### src/rtl/bcd_scan_if.sv
// bcd_scan_if -- bus between the display controller and the digit scanner.
//   en         scan enable
//   load       one-cycle strobe capturing value_in into the scanner's shadow
//   value_in   packed 4-bit digit codes, digit 0 (rightmost) in [3:0]
//   digit_code code of the digit currently lit, to the 7-segment decoder
//   anode_n    active-low digit enables
//   frame_done one-cycle pulse when the last digit lights
// master: controller side (drives en/load/value_in). slave: the scanner.
interface bcd_scan_if #(
  parameter int N_DIGITS = 4
);
  logic                    en;
  logic                    load;
  logic [4*N_DIGITS-1:0]   value_in;
  logic [3:0]              digit_code;
  logic [N_DIGITS-1:0]     anode_n;
  logic                    frame_done;

  modport master (output en, load, value_in,
                  input  digit_code, anode_n, frame_done);
  modport slave  (input  en, load, value_in,
                  output digit_code, anode_n, frame_done);
endinterface

### src/rtl/bcd_scan_mux.sv
// bcd_scan_mux -- time-multiplexed scanner for an N-digit common-anode
// 7-segment display. One digit is lit per refresh slot of REFRESH_DIV cycles.
// Ports:
//   clk    system clock (rising edge)
//   rst_n  asynchronous active-low reset
//   bus    bcd_scan_if.slave: en, load, value_in in; digit_code, anode_n,
//          frame_done out (all outputs registered)
// Optional build macro BCD_SCAN_LZ_BLANK_EN: leading-zero blanking. A digit
// k > 0 whose nibble and all higher nibbles are zero keeps its anode off.
// Codes A-F count as non-zero data.
module bcd_scan_mux #(
  parameter int N_DIGITS    = 4,
  parameter int REFRESH_DIV = 50000,
  parameter int CNT_W       = 20,
  parameter int IDX_W       = 2
) (
  input  logic        clk,
  input  logic        rst_n,
  bcd_scan_if.slave   bus
);

  logic [4*N_DIGITS-1:0] r_shadow;
  logic [CNT_W-1:0]      r_presc;
  logic [IDX_W-1:0]      r_idx;
  logic [3:0]            r_code;
  logic [N_DIGITS-1:0]   r_anode_n;
  logic                  r_frame;

  logic                  w_tick;
  logic                  w_last;
  logic [3:0]            w_nibble;
  logic [N_DIGITS-1:0]   w_anode_sel;
  logic                  w_blank;

  assign w_tick = bus.en && (r_presc == CNT_W'(REFRESH_DIV - 1));
  assign w_last = (r_idx == IDX_W'(N_DIGITS - 1));

`ifdef BCD_SCAN_LZ_BLANK_EN
  // w_lz[k]: nibbles k .. N_DIGITS-1 are all zero.
  logic [N_DIGITS-1:0] w_lz;
  for (genvar k = 0; k < N_DIGITS; k++) begin : g_lz
    assign w_lz[k] = ~|r_shadow[4*N_DIGITS-1:4*k];
  end
`endif

  // Decode the current index into nibble select, anode pattern and blanking.
  always_comb begin
    w_nibble    = 4'h0;
    w_anode_sel = '1;
    w_blank     = 1'b0;
    for (int k = 0; k < N_DIGITS; k++) begin
      if (r_idx == IDX_W'(k)) begin
        w_nibble       = r_shadow[4*k +: 4];
        w_anode_sel[k] = 1'b0;
`ifdef BCD_SCAN_LZ_BLANK_EN
        w_blank        = (k != 0) && w_lz[k];
`endif
      end
    end
  end

  always_ff @(posedge clk or negedge rst_n) begin
    if (!rst_n) begin
      r_shadow  <= '0;
      r_presc   <= '0;
      r_idx     <= '0;
      r_code    <= 4'h0;
      r_anode_n <= '1;
      r_frame   <= 1'b0;
    end else begin
      if (bus.load) r_shadow <= bus.value_in;
      r_frame <= 1'b0;
      if (!bus.en) begin
        // Prescaler and index freeze; code holds, display goes dark.
        r_anode_n <= '1;
      end else if (w_tick) begin
        // Uses the pre-load shadow and pre-increment index on this edge.
        r_presc   <= '0;
        r_idx     <= w_last ? '0 : r_idx + 1'b1;
        r_code    <= w_nibble;
        r_anode_n <= w_blank ? '1 : w_anode_sel;
        r_frame   <= w_last;
      end else begin
        r_presc <= r_presc + 1'b1;
      end
    end
  end

  assign bus.digit_code = r_code;
  assign bus.anode_n    = r_anode_n;
  assign bus.frame_done = r_frame;

endmodule
### src/flat_wrapper.sv
// flat-port wrapper written by rule: the top's interface ports become plain ports
module bcd_scan_mux_flat 
#(
  parameter int N_DIGITS    = 4,
  parameter int REFRESH_DIV = 50000,
  parameter int CNT_W       = 20,
  parameter int IDX_W       = 2
)
  (clk, rst_n, bus_en, bus_load, bus_value_in, bus_digit_code, bus_anode_n, bus_frame_done);
  bcd_scan_if #(.N_DIGITS(N_DIGITS)) bus_i ();
  input  logic clk;
  input  logic rst_n;
  input wire logic [$bits(bus_i.en)-1:0] bus_en;
  input wire logic [$bits(bus_i.load)-1:0] bus_load;
  input wire logic [$bits(bus_i.value_in)-1:0] bus_value_in;
  output wire logic [$bits(bus_i.digit_code)-1:0] bus_digit_code;
  output wire logic [$bits(bus_i.anode_n)-1:0] bus_anode_n;
  output wire logic [$bits(bus_i.frame_done)-1:0] bus_frame_done;
  assign bus_i.en = bus_en;
  assign bus_i.load = bus_load;
  assign bus_i.value_in = bus_value_in;
  assign bus_digit_code = bus_i.digit_code;
  assign bus_anode_n = bus_i.anode_n;
  assign bus_frame_done = bus_i.frame_done;
  bcd_scan_mux #(.N_DIGITS(N_DIGITS), .REFRESH_DIV(REFRESH_DIV), .CNT_W(CNT_W), .IDX_W(IDX_W)) u_core (.clk(clk), .rst_n(rst_n), .bus(bus_i));
endmodule
### config.mk
export PLATFORM = sky130hd
export DESIGN_NAME = bcd_scan_mux_flat
export DESIGN_NICKNAME = d
export VERILOG_FILES = /design/src/rtl/bcd_scan_if.sv /design/src/rtl/bcd_scan_mux.sv /design/src/flat_wrapper.sv
export SDC_FILE = /design/constraint.sdc
export NUM_CORES = 1
export LEC_CHECK = 0
export BUFFER_PORTS_ARGS = -buffer_cell sky130_fd_sc_hd__buf_2
export CORE_UTILIZATION = 40
export DETAILED_ROUTE_END_ITERATION = 12
export PLACE_DENSITY = 0.58
export SYNTH_ARGS = -nofsm -noshare
export SYNTH_HDL_FRONTEND = slang
export SYNTH_SLANG_ARGS = --single-unit
### constraint.sdc
create_clock -name clk -period 5.4 [get_ports clk]
set_input_delay 0.54 -clock clk [delete_from_list [all_inputs] [get_ports clk]]
set_output_delay 0.54 -clock clk [all_outputs]
set_load 0.01 [all_outputs]
; Yosys cells after proc, flatten, opt, wreduce, memory -nomap -nowiden
; Cells that the tools add are included.
[totals]
ff_bits = 47
latch_bits = 0
mem_bits_rw = 0
mem_bits_ro = 0
inputBits = 20
out_inout_bits = 9
elab_cells = 30
mem_count = 0
[classes]
addsub = 2
mul = 0
div_mod_pow = 0
n_lt_le_gt_ge = 0
n_eq_ne = 5
shifts = 0
n_mux = 14
bitwise_logic = 0
reduce_logical = 3
[ops]
columns = operator, n
row1 = $mux 4, 6
row2 = $add 20x1->20 const B, 1
row3 = $eq 20x16->1 const B, 1
row4 = $mux 20, 1
row5 = $mux 1, 6
row6 = $eq 2x2->1 const B, 2
row7 = $add 2x1->2 const B, 1
row8 = $eq 2x1->1 const B, 1
row9 = $logic_not 2->1, 1
row10 = $mux 2, 1
row11 = $ne 2x1->1 const B, 1
row12 = $reduce_and 2->1, 1
row13 = $logic_and 1x1->1, 1

; Logic depth before layout (Yosys ltp)
; Gate-level depths: netlist of run 1.
[depth]
depth_word = 5
depth_mapped = 6
depth_no_buf = 6

; Least setup slack after synthesis of run 1
; Ideal clock, no wire load.
[synth_timing]
path_kind = reg-to-reg
from = reg u_core.r_presc[5]
to = reg u_core.r_code[2], in the netlist u_core.bus.digit_code[2]
setup_time_ps = 125
t_arrival_ps = 1629
path_slack_ps = 3646
stages_incl_launch_ff = 7
path_buffers = 2
path_cell_list = dfrtp_1 -> clkbuf_2 -> nor4_2 -> nand4_1 -> nor2_2 -> buf_6 -> mux2_2
[synth_via]
elab_chain_len = 3
[synth_rtl]
columns = element, line_no
row1 = from (decl), bcd_scan_mux.sv:23  ; logic [CNT_W-1:0] r_presc;
row2 = from (signal assigned), bcd_scan_mux.sv:84  ; r_presc <= r_presc + 1'b1;
row3 = $eq 20x16->1, bcd_scan_mux.sv:35  ; assign w_tick = bus.en && (r_presc == CNT_W'(REFRESH_DIV - 1));
row4 = $logic_and 1x1->1, bcd_scan_mux.sv:35
row5 = $reduce_and 2->1 (no source line), --
row6 = to (signal assigned), bcd_scan_mux.sv:80  ; r_code <= w_nibble;
row7 = to (decl), bcd_scan_mux.sv:25  ; logic [3:0] r_code;
; Every way passes these cells.
; A chain may end at the register's enable or synchronous reset.

; Worst setup path after layout of run 1
[layout_timing]
from = reg u_core.r_presc[12]
to = reg u_core.r_code[2], in the netlist u_core.bus.digit_code[2]
; Same word-level chain as after synthesis.

==> results of run 1 <==
-- layer usage --
layer / part of all wire / up-vias / GRT usage
met5: 0 / - / 0
met4: 0.011 / 0 / 0.0453
met3: 0.039 / 5 / 0.0463
met2: 0.47 / 25 / 0.226
met1: 0.48 / 743 / 0.218
li1: - / 711 / -
-- logic make-up after synthesis --
family	count (synthesis)
AND/OR/NAND/NOR	59
flip-flops	47
multiplexers	22
AO/OA/AOI/OAI	21
XOR/XNOR	14
buffers and inverters	13
adder cells (fa/ha/maj)	5
-- sequential cells by signal, summed over array words and instances, names as in the netlist --
register and cells:
u_core.r_idx 2, u_core.r_shadow 16, u_core.bus.digit_code 4, u_core.r_presc 20, u_core.bus.frame_done 1, u_core.bus.anode_n 4
-- path summary, 6_finish.rpt --
check,from,endpoint,slack (ns),depth (start not counted)
setup / recovery,u_core.r_presc[12]$_DFFE_PN0P_,u_core.bus.digit_code[2]$_DFFE_PN0P_,3.33,4
hold / removal,rst_n,u_core.r_presc[12]$_DFFE_PN0P_,0.40,1
setup reg to reg,u_core.r_presc[12]$_DFFE_PN0P_,u_core.bus.digit_code[2]$_DFFE_PN0P_,3.33,4
hold reg to reg,u_core.r_presc[13]$_DFFE_PN0P_,u_core.r_presc[13]$_DFFE_PN0P_,0.50,1
max in group asynchronous,rst_n,u_core.r_idx[1]$_DFFE_PN0P_,4.36,1
min in group clk,bus_value_in[12],u_core.r_shadow[12]$_DFFE_PN0P_,0.48,2
-- Yosys cell counts (all sizes together), types with 3 or more instances --
master,n
clkbuf,3
nand2,17
and4,4
buf,4
nand4,11
nor4,5
ha,5
nor2b,5
nand3,4
nor2,6
a221oi,4
xor2,6
mux2,21
a31oi,3
o21ai,3
dfrtp,43
a2bb2oi,4
o31ai,4
inv,6
dfstp,4
xnor2,8
-- cells in the final DEF, fill, tap and decap left out, types with 2 or more instances in the layout --
master,n
nand2_1,17
buf_2,28
nand4_1,10
nor2_2,3
a21oi_1,2
inv_1,6
a2bb2oi_1,4
a221oi_1,4
nor2b_1,5
nand3_1,4
xor2_1,6
a31oi_1,3
dfrtp_1,43
dfstp_2,4
and3_1,2
nor4_1,4
nor3_1,2
o31ai_1,4
xnor2_1,8
clkbuf_8,6
nor2_1,3
o21ai_0,2
mux2_2,21
ha_1,5
and4_1,4
-- metrics by stage --
| step | util | cell area (um2) | hold slack [ns] | power, mW |
|---|---|---|---|---|
| after floorplan | - | 2180 | 0.244 | 0.472 |
| after global placement | 0.459 | 2370 | 0.486 | 0.494 |
| after detailed placement | 0.459 | 2370 | 0.495 | 0.498 |
| after CTS | 0.477 | 2470 | 0.449 | 0.715 |
| after global routing | 0.477 | 2470 | 0.468 | 0.744 |
| final | 0.477 | 2470 | 0.398 | 0.708 |
-- final cells by class --
type | count | area, um2 | area share
Sequential cell | 47 | 1180 | 0.479
Multi-Input combinational cell | 121 | 943 | 0.383
Timing Repair Buffer | 28 | 140 | 0.0568
Tap cell | 70 | 87.6 | 0.0355
Clock buffer | 7 | 86.3 | 0.0350
Inverter | 6 | 22.5 | 0.00913
Clock inverter | 1 | 5.00 | 0.00203
-- worst max-delay path: stages, from the launching register on --
cell and delay, ns:
dfrtp_1 0.43, nor4_1 0.45, nand4_1 0.16, nor2_2 0.51
mux2_2 0.40
-- power by group through the flow --
stage	clock network [mW]	logic (mW)	registers, mW
global route	0.237	0.0816	0.426
detailed placement	0	0.0720	0.426
finish	0.217	0.0713	0.420
CTS	0.223	0.0723	0.420
global placement	0	0.0693	0.425
floorplan	0	0.0648	0.408
==> results_dict.tcl, run 1 <==
set metrics [dict create \
    die_x_um 75.9 \
    synth_compound_area_frac 0.0705 \
    routed_wl_mm 4.09 \
    cp.arrival_ns 2.25 \
    synth_ff_type "dfrtp_1" \
    cts_hold_buffers 0 \
    cp_max_fo 14 \
    port_buffers 28 \
    synth_xor_area_frac 0.0562 \
    grt_antenna_before_repair 0 \
    grt_overflow_total 0 \
    grt_max_degree 48 \
    synth_top_area_frac 0.493 \
    final-instance-count-excl-fill 280 \
    yosysUniqueCellTypes 36 \
    fillers 472 \
    tightest_slew_ns 1.01 \
    clockBufferDepth 2 \
    drive_gt1_frac 0.324 \
    vias_per_cell 5.30 \
    slew_viol_final 0 \
    post-route-min-period_ns 2.07 \
    drt_iter0_markers 52 \
    numCtsBuffers 5 \
    initial_core_util 0.422 \
    status "finished, final reports clean" \
    cts_tree "yes" \
    wl_per_cell_um 14.6 \
    dr.pass1.iters 4 \
    grt.total_usage 0.154 \
    synth_cells 181 \
    design.die.area_um2 5760 \
    area_growth_syn_to_layout_pct 13.0 \
    start_kind "flip-flop" \
    crit_type "reg2reg" \
    synth_fp_nets 206 \
    hold_viol_final 0 \
    clkPwrFrac 0.307 \
    grt_pass1_vias 1377 \
    internal_power_uw 520 \
    fmax_mhz 482 \
    fin_skew_ns 0.00881 \
    synth_top_family_by_area "simple AND/OR/NAND/NOR gates" \
    die_h_um 75.9 \
    cp-end-kind "flip-flop" \
    routabilityCongestion 0.792 \
    slew_headroom 0.330 \
    grt_pass1_wl_mm 6.53 \
    yosysWarnings 0 \
    cap_violations 0 \
    synth.mux.area_fraction 0.113 \
    p_seq_frac 0.593 \
    async_flop_share 1.00 \
    clkLatencyLatePin_ns 0.30 \
    ant_nets 0 \
    cts_resized 0 \
    core-area_um2 5170 \
    dp.cells 272 \
    fin_ws_ns 3.33 \
    ir_drop_v 0.000132 \
    dp_slack_ns 3.33 \
    setup_violations 0 \
    htreeDepth 2 \
    cts-root-buf "clkbuf_8" \
    finalCritPeriodShare 0.384 \
    synth_enable_flop_cells 0 \
    final_nets 234 \
    cts_sinks 47 \
    synth-seq-area-share 0.541 \
    p_per_area_nw_per_um2 287 \
    vias 1484 \
    syn_area_um2 2180 \
    rsz0062_at_grt "false" \
    final.setup.tns_ns 0 \
    ys_top_cells_by_area "dfrtp_1, mux2_2, dfstp_2" \
    switching_share 0.265 \
    post-cts-setup-buffers 0 \
    leakage_nw 1.10 \
    dp.final_hpwl_mm 2.95 \
    combPwrFrac 0.101 \
    crit_required_ns 5.58 \
    synth_adder_area_share 0.0287 \
    route.detailed.drc 0 \
    synth_simple_gate_area_share 0.164 \
    power.switching_uw 188 \
    synth_top_area_cell "dfrtp_1" \
    avgSynthCellArea_um2 12.1 \
    min_path_type "in2async" \
    ios 29 \
    synth-seq-cells 47 \
    num_rows 26 \
    path_clk_slew_ns 0.09 \
    num_antenna_cells 0 \
]
Power figures use the tool's default switching activity.
==> run 2, diff against run 1 <==
--- a/config.mk
+++ b/config.mk
@@ -5,10 +5,11 @@
 export SDC_FILE = /design/constraint.sdc
 export NUM_CORES = 1
 export LEC_CHECK = 0
+export ABC_AREA = 1
 export BUFFER_PORTS_ARGS = -buffer_cell sky130_fd_sc_hd__buf_2
 export CORE_UTILIZATION = 40
 export DETAILED_ROUTE_END_ITERATION = 12
-export PLACE_DENSITY = 0.58
+export PLACE_DENSITY = 0.59
 export SYNTH_ARGS = -nofsm -noshare
 export SYNTH_HDL_FRONTEND = slang
 export SYNTH_SLANG_ARGS = --single-unit
==> constraint.sdc (replaced) <==
create_clock -name clk -period 1.7 [get_ports clk]
set_input_delay 0.17 -clock clk [delete_from_list [all_inputs] [get_ports clk]]
set_output_delay 0.17 -clock clk [all_outputs]
set_load 0.01 [all_outputs]
==> results_dict.tcl, run 2 <==
set metrics [dict create \
    fillers 634 \
    final_nets 377 \
    hold_start "bus_value_in[11]" \
    synth-seq-cells 47 \
    synth_cells 319 \
    r2r_end "u_core.bus.digit_code[1]$_DFFE_PN0P_" \
    dp.final_hpwl_mm 3.96 \
    final.setup.tns_ns 0 \
    syn_area_um2 2620 \
    clockBufferDepth 2 \
    cts_hold_buffers 1 \
    regArea_um2 1180 \
    min_path_type "in2reg" \
    initial_core_util 0.413 \
    avgSynthCellArea_um2 8.22 \
    grt.busiest_layer "met2" \
    ir_drop_v 0.000572 \
    die_x_um 83.0 \
    top_regs "u_core.r_presc: 20 flops, u_core.r_shadow: 16 flops" \
    area_growth_syn_to_layout_pct 12.4 \
    finalCritPeriodShare 0.848 \
    crit_type "reg2reg" \
    synth-seq-area-share 0.451 \
    final_common_cell "nand2_1" \
    num_antenna_cells 0 \
    status "finished, final reports clean" \
    setup_violations 0 \
    synth_top_area_frac 0.411 \
    drive_gt1_frac 0.266 \
    ys_top_cells_by_area "dfrtp_1, nand2_1, nand3_1" \
    post-synth-top-count-cell "nand2_1" \
    reg2reg_depth 8 \
    yosysWarnings 0 \
    cp_max_fo 9 \
    ios 29 \
    tightest_slew_ns 0.602 \
    multi_input_area_um2 1250 \
    fin_skew_ns 0.0112 \
    grt_antenna_before_repair 0 \
    ant_nets 0 \
    synth_enable_flop_cells 0 \
    htreeDepth 2 \
    use_met3 0.0388 \
    cts_resized 0 \
    mostFrequentLayoutCells "nand2_1, dfrtp_1, inv_1" \
    drt_iter0_markers 117 \
    cts_sinks 47 \
    holdPathEnd "u_core.r_shadow[11]$_DFFE_PN0P_" \
    min_path_cells 3 \
    cts_tree "yes" \
    regMostFlops "u_core.r_presc" \
    die_h_um 83.0 \
    crit_buf_inv 1 \
    synth_top_area_cell "dfrtp_1" \
    fmax_mhz 694 \
    synthTopCellsByCount "nand2_1, dfrtp_1, inv_1, nand3_1, nor2_1" \
    wl_per_cell_um 12.2 \
    grt_max_degree 48 \
    grt_use_met1 0.237 \
    r2r-start "u_core.r_idx[0]$_DFFE_PN0P_" \
    cp-end-kind "flip-flop" \
    synth_ff_type "dfrtp_1" \
    num_rows 29 \
    vias_per_cell 4.79 \
    grt_pass1_wl_mm 9.66 \
    utilization 0.464 \
    fin_total_pwr_mw 2.54 \
    async_flop_share 1.00 \
    dr.pass1.iters 4 \
    design.die.area_um2 6880 \
    rrSetupSlack_ns 0.26 \
    numCtsBuffers 5 \
    path_depth 8 \
    grt_overflow_total 0 \
    path_clk_slew_ns 0.10 \
    cts-root-buf "clkbuf_8" \
    slowest_delay_ns 0.43 \
    rsz0062_at_grt "false" \
    hold_viol_final 0 \
    routabilityCongestion 0.790 \
    cap_violations 0 \
    cpMostUsedCell "nand2_1" \
    post-cts-setup-buffers 0 \
    grt_pass1_vias 2080 \
    route.detailed.drc 0 \
    routed_wl_mm 5.27 \
    yosysUniqueCellTypes 25 \
    grt.total_usage 0.175 \
    p_per_area_nw_per_um2 863 \
    start_kind "flip-flop" \
    clkLatencyLatePin_ns 0.30 \
    cp_top_family "flip-flops" \
    port_buffers 28 \
    post-route-min-period_ns 1.44 \
    crit_required_ns 1.90 \
    leakage_nw 1.46 \
    met2_usage 0.282 \
    crit_chain "inv_1 -> ha_1 -> a21oi_1 -> nand2_1 -> nand3_1 -> nand2_1 -> nand3_1 -> nand2_1" \
    slew_headroom 0.598 \
    vias 2059 \
    core-area_um2 6350 \
    synth_fp_nets 344 \
    largest_reg_flops 20 \
    slew_viol_final 0 \
    cp.arrival_ns 1.64 \
    critPathSlowestCell "dfrtp_1" \
]
## run 2: changes by cell type after synthesis, moves of 5 or more
| cell | change |
|---|---|
| nor2_1 | +23 |
| o21ai_0 | +5 |
| nor2_2 | +8 |
| mux2_2 | -9 |
| xnor2_1 | -6 |
| nand3_1 | +27 |
| inv_1 | +31 |
| nand2_1 | +67 |
| nand2_2 | +12 |
| nor2b_1 | -5 |
| nor2_4 | +8 |
## run 2: power breakdown
group	switching [mW]	internal, mW
logic	0.258	0.181
clock network	0.406	0.298
registers	0.152	1.24
## run 2: cell families (layout without fill, tap and decap cells)
family                   after synthesis  after routing  share of synthesized area
AND/OR/NAND/NOR                      187            187                      0.349
AO/OA/AOI/OAI                         13             13                     0.0248
multiplexers                          12             12                     0.0516
flip-flops                            47             47                      0.451
buffers and inverters                 47             81                     0.0730
adder cells (fa/ha/maj)                5              5                     0.0239
XOR/XNOR                               8              8                     0.0267
## run 2: cell type report
cell class	instances	share of cell area
clock buffers	5	0.0234
clock inverters	3	0.00765
inverters	41	0.0527
multi-input cells	225	0.424
flip-flops and latches	47	0.401
well taps	77	0.0327
repair buffers	32	0.0586
## run 2: worst reg2reg max path, cell delays in order, from the launching register on
cell	delay, ns
dfrtp_1	0.43
inv_1	0.08
ha_1	0.31
a21oi_1	0.17
nand2_1	0.06
nand3_1	0.08
nand2_1	0.06
nand3_1	0.08
nand2_1	0.06
## run 2: worst max path at each step
stage	startpoint	to	slack [ns]
2_1_floorplan	u_core.r_idx[0]$_DFFE_PN0P_	u_core.bus.digit_code[0]$_DFFE_PN0P_	0.40
3_3_place_gp	u_core.r_presc[13]$_DFFE_PN0P_	u_core.r_presc[9]$_DFFE_PN0P_	0.28
3_5_place_dp	u_core.r_presc[13]$_DFFE_PN0P_	u_core.r_presc[9]$_DFFE_PN0P_	0.27
4_1_cts	u_core.r_idx[0]$_DFFE_PN0P_	u_core.bus.digit_code[1]$_DFFE_PN0P_	0.24
5_1_grt	u_core.r_idx[0]$_DFFE_PN0P_	u_core.bus.digit_code[1]$_DFFE_PN0P_	0.04
6_report	u_core.r_idx[0]$_DFFE_PN0P_	u_core.bus.digit_code[1]$_DFFE_PN0P_	0.26
## run 2: layer usage
metal,wire [um],part of all wire
met1,2560,0.49
met2,2470,0.47
met3,169,0.032
met4,61,0.012
met5,0,0
## run 2: through the flow
stage	cells	area, um2	setup WS, ns	hold slack [ns]
final	430	2950	0.258	0.0665
after floorplan	319	2620	0.405	-0.126
after detailed placement	421	2840	0.269	0.307
after global placement	421	2840	0.280	0.311
after CTS	430	2950	0.242	0.0625
after global routing	430	2950	0.0421	0.0741
